### src/rtl/rip_const.sv
// Shared constants for the RIP memory subsystem.
package rip_const;
  localparam int B_WIDTH = 8;
endpackage

### src/rtl/rip_memory_arbiter.sv
// Two-requester round-robin arbiter in front of a single-ported
// memory management unit; one outstanding access at a time.
module rip_memory_arbiter
  import rip_const::*;
#(
  parameter  int DATA_WIDTH = 32,
  parameter  int ADDR_WIDTH = 32,
  localparam int WE_W       = DATA_WIDTH / B_WIDTH
) (
  input  logic                  clk,
  input  logic                  rstn,
  input  logic                  req0_valid,
  input  logic [WE_W-1:0]       req0_we,
  input  logic [ADDR_WIDTH-1:0] req0_addr,
  input  logic [DATA_WIDTH-1:0] req0_din,
  output logic                  req0_ready,
  output logic                  req0_done,
  output logic [DATA_WIDTH-1:0] req0_dout,
  input  logic                  req1_valid,
  input  logic [WE_W-1:0]       req1_we,
  input  logic [ADDR_WIDTH-1:0] req1_addr,
  input  logic [DATA_WIDTH-1:0] req1_din,
  output logic                  req1_ready,
  output logic                  req1_done,
  output logic [DATA_WIDTH-1:0] req1_dout,
  output logic [WE_W-1:0]       mem_we,
  output logic                  mem_re,
  output logic [ADDR_WIDTH-1:0] mem_addr,
  output logic [DATA_WIDTH-1:0] mem_din,
  input  logic [DATA_WIDTH-1:0] mem_dout,
  input  logic                  mem_busy
);

  typedef enum logic {
    S_IDLE = 1'b0,
    S_WAIT = 1'b1
  } state_t;

  state_t r_state;
  state_t w_state_nxt;
  logic   r_owner;
  logic   r_prio;
  logic   w_owner_nxt;
  logic   w_prio_nxt;
  logic   w_any;
  logic   w_sel;
  logic   w_grant;
  logic   w_done;

  logic [WE_W-1:0]       w_sel_we;
  logic [ADDR_WIDTH-1:0] w_sel_addr;
  logic [DATA_WIDTH-1:0] w_sel_din;

  // Contention goes to prio; a sole requester always wins.
  always_comb begin
    w_any      = req0_valid | req1_valid;
    w_sel      = (req0_valid & req1_valid) ? r_prio
                                           : req1_valid;
    w_sel_we   = w_sel ? req1_we   : req0_we;
    w_sel_addr = w_sel ? req1_addr : req0_addr;
    w_sel_din  = w_sel ? req1_din  : req0_din;
  end

  always_comb begin
    w_state_nxt = r_state;
    w_owner_nxt = r_owner;
    w_prio_nxt  = r_prio;
    w_grant     = 1'b0;
    w_done      = 1'b0;
    // Gated by rstn so every output is quiet while reset is held.
    if (rstn) begin
      unique case (r_state)
        S_IDLE: begin
          if (!mem_busy && w_any) begin
            w_grant     = 1'b1;
            w_owner_nxt = w_sel;
            w_state_nxt = S_WAIT;
          end
        end
        S_WAIT: begin
          if (!mem_busy) begin
            w_done      = 1'b1;
            w_prio_nxt  = ~r_owner;
            w_state_nxt = S_IDLE;
          end
        end
      endcase
    end
  end

  always_ff @(posedge clk or negedge rstn) begin
    if (!rstn) begin
      r_state <= S_IDLE;
      r_owner <= 1'b0;
      r_prio  <= 1'b0;
    end else begin
      r_state <= w_state_nxt;
      r_owner <= w_owner_nxt;
      r_prio  <= w_prio_nxt;
    end
  end

  assign mem_we   = w_grant ? w_sel_we : '0;
  assign mem_re   = w_grant & ~(|w_sel_we);
  assign mem_addr = w_grant ? w_sel_addr : '0;
  assign mem_din  = w_grant ? w_sel_din : '0;

  assign req0_ready = w_grant & ~w_sel;
  assign req1_ready = w_grant & w_sel;
  assign req0_done  = w_done & ~r_owner;
  assign req1_done  = w_done & r_owner;
  assign req0_dout  = req0_done ? mem_dout : '0;
  assign req1_dout  = req1_done ? mem_dout : '0;

endmodule
### config.mk
export PLATFORM = sky130hd
export DESIGN_NAME = rip_memory_arbiter
export DESIGN_NICKNAME = d
export VERILOG_FILES = /design/src/rtl/rip_const.sv /design/src/rtl/rip_memory_arbiter.sv
export SDC_FILE = /design/constraint.sdc
export NUM_CORES = 1
export LEC_CHECK = 0
export BUFFER_PORTS_ARGS = -buffer_cell sky130_fd_sc_hd__buf_4
export CAP_MARGIN = 5
export CORE_AREA = 10 10 113 115
export CTS_CLUSTER_SIZE = 24
export DETAILED_ROUTE_END_ITERATION = 12
export DIE_AREA = 0 0 123 125
export PLACE_DENSITY = 0.5
export SYNTH_ARGS = -nofsm -noshare
export SYNTH_HDL_FRONTEND = slang
export SYNTH_SLANG_ARGS = --single-unit
### constraint.sdc
create_clock -name clk -period 3.8 [get_ports clk]
set_input_delay 0.76 -clock clk [delete_from_list [all_inputs] [get_ports clk]]
set_output_delay 0.76 -clock clk [all_outputs]
set_load 0.03 [all_outputs]
==> run_results.csv <==
group,metric,value,unit
grt,grt_busiest_layer,"met2",
synthesis,synth.top_cell.area_share,40.1,%
synthesis,synth_area_leader_cell,"a22o_1",
clock_tree,clkSinkCount,3,
finish,drive_gt1_share,67.6,%
place,gp_congestion,0.831,
sta,period_needed,2850,ps
clock_tree,cts_setup_buffers,0,
sta,maxSlewViolCount,0,
synthesis,synth_nets,351,
routing,drt-wirelength-per-cell,18.8,um
finish,layout_common_cells,"buf_4 (311), and2_1 (64), a22o_1 (64), nor2_1 (8), mux2i_1 (4)",
clock_tree,hold_buffers,0,
grt,met1_usage,11.7,%
routing,via_count,2588,
routing,ant_nets,0,
clock_tree,cts_buffers,3,
worst_setup_path,criticalPathCategory,"in2out",
pwr,powerDensity,173,nW/um^2
floorplanning,start_util,13.2,%
finish,layout_commonest_cell,"buf_4",
worst_setup_path,critical_path_arrival,2090,ps
grt,grt_max_degree,66,
grt,met2_usage,25.6,%
finish,n_antenna_cell,0,
flow_run,cap_viol_max_count,0,
place,port_buffers,309,
synthesis,synth_cell_types,21,
floorplanning,pin_count,310,
clock_tree,htreeDepth,1,
synthesis,syn_area_per_cell,7.85,um^2
worst_setup_path,worstPathRequired,3040,ps
floorplanning,rows,38,
pwr,leakage,0.00216,uW
sta,worst_slew_pin_slew,476,ps
sta,setup_tns,0,ps
synthesis,synth_area_leaders,"a22o_1 (40%), and2_1 (29%), buf_6 (8.1%)",
synthesis,synth_warnings,0,
grt,use_met3,6.62,%
synthesis,seq_area_frac_synth,5.37,%
sta,slew_headroom,68.0,%
clock_tree,cts_tree,"done",
clock_tree,clock_latency,210,ps
sta,fin_crit_sh,75.1,%
routing,wl,11.6,mm
sta,hold_viol_final,0,
outcome,run_status,"complete, no violations",
sta,rsz0062_at_grt,"no",
grt,grt_pass1_wl,16.1,mm
worst_setup_path,r2r_slack,2600,ps
finish,nets,649,
floorplanning,core-area,10600,um^2
synthesis,yosys_register_bits,3,
routing,viasPerCell,4.21,
grt,grt_usage,13.0,%
grt,grt_pass1_vias,2810,
worst_hold_path,hold_path_class,"in2async",
place,dp_hpwl,10.1,mm
grt,grt_antenna_before_repair,0,
grt,gr-total-overflow,0,
synthesis,syn_inst,178,
clock_tree,clk_pin_slew,30,ps
synthesis,syn-cell-area,1400,um^2
finish,areaGrowthSynthToFinish,174,%
sta,whs,340,ps
sta,fmax,0.350,GHz
routing,drt_iter0_drc,70,
floorplanning,dieHeight,125,um
routing,dr.pass1.iters,4,
worst_setup_path,worstSetupStartpointType,"input pin",
clock_tree,clockBufferDepth,2,
pwr,irDropWorstVdd,0.0000840,V
floorplanning,die_area,15400,um^2
clock_tree,cts_resized,0,
routing,drc,0,
worst_setup_path,end_kind,"primary output",
floorplanning,die_width,123,um
clock_tree,cts-root-buf,"clkbuf_8",
sta,setup_viol_count_final,0,
worst_setup_path,cp_max_fo,65,
sta,clock_skew,2.30,ps
-- cells by family (layout without fill, tap and decap cells) --
family / Yosys count / in the layout / share of synthesized area, %
simple gates: 80 / 80 / 35.0
flops: 3 / 3 / 5.37
buf+inv: 21 / 318 / 11.8
compound gates: 69 / 69 / 44.1
mux: 5 / 5 / 3.67
-- where the power goes --
| group | switching, uW | internal [uW] |
|---|---|---|
| combinational | 260 | 253 |
| clock | 20.0 | 71.5 |
| sequential | 15.9 | 42.2 |
-- flip-flops by register name (all words and copies together), names as in the netlist --
signal	count
r_prio	1
r_owner	1
r_state	1
-- worst paths after layout --
check,from,endpoint,depth (start not counted)
worst max register to register,r_prio,r_owner,3
min in group clk,r_owner,r_owner,1
worst min register to register,r_owner,r_owner,1
worst min-delay path,rstn,r_owner,1
max in group asynchronous,rstn,r_state,1
worst max-delay path,mem_busy,mem_din[23],6
-- synth_stat cells (all sizes together) --
cell type  number
and2           64
a21o            2
clkbuf          3
a22o           64
inv             1
nor2b           1
and3            1
mux2i           4
mux2            1
o21ai           2
dfrtp           3
nor3            1
nor2            8
nand2           3
buf            17
and4b           1
nand2b          1
a2111oi         1
-- layout make-up --
| class | instances | area (um^2) |
|---|---|---|
| Fill cell | 1117 | 6770 |
| Multi-Input combinational cell | 154 | 1160 |
| Sequential cell | 3 | 75.1 |
| Tap cell | 140 | 175 |
| Inverter | 1 | 3.75 |
| Clock buffer | 4 | 45.0 |
| Timing Repair Buffer | 313 | 2370 |
-- per-stage QoR --
stage | area (um^2) | setup WS [ps] | power [uW] | util (%) | cells
after floorplan | 1400 | 1180 | 315 | - | 178
after global placement | 3790 | 965 | 573 | 35.7 | 611
after detailed placement | 3790 | 958 | 577 | 35.7 | 611
after CTS | 3830 | 959 | 672 | 36.1 | 615
after global routing | 3830 | 887 | 702 | 36.1 | 615
final | 3830 | 946 | 662 | 36.1 | 615
-- per-layer routing --
metal  vias to the layer above  part of all wire [%]  wire, um
li1                       1251                     -         -
met1                      1156                    33      3800
met2                       179                    52      6040
met3                         2                    15      1720
met4                         0                  0.12        14
met5                         -                     0         0
-- worst max-delay path, cell delays in order --
cell,delay [ps]
buf_4,110
nand2b_2,230
a2111oi_4,260
buf_12,300
a22o_1,210
buf_4,160
Note: power is estimated with default switching activity, not from simulation.
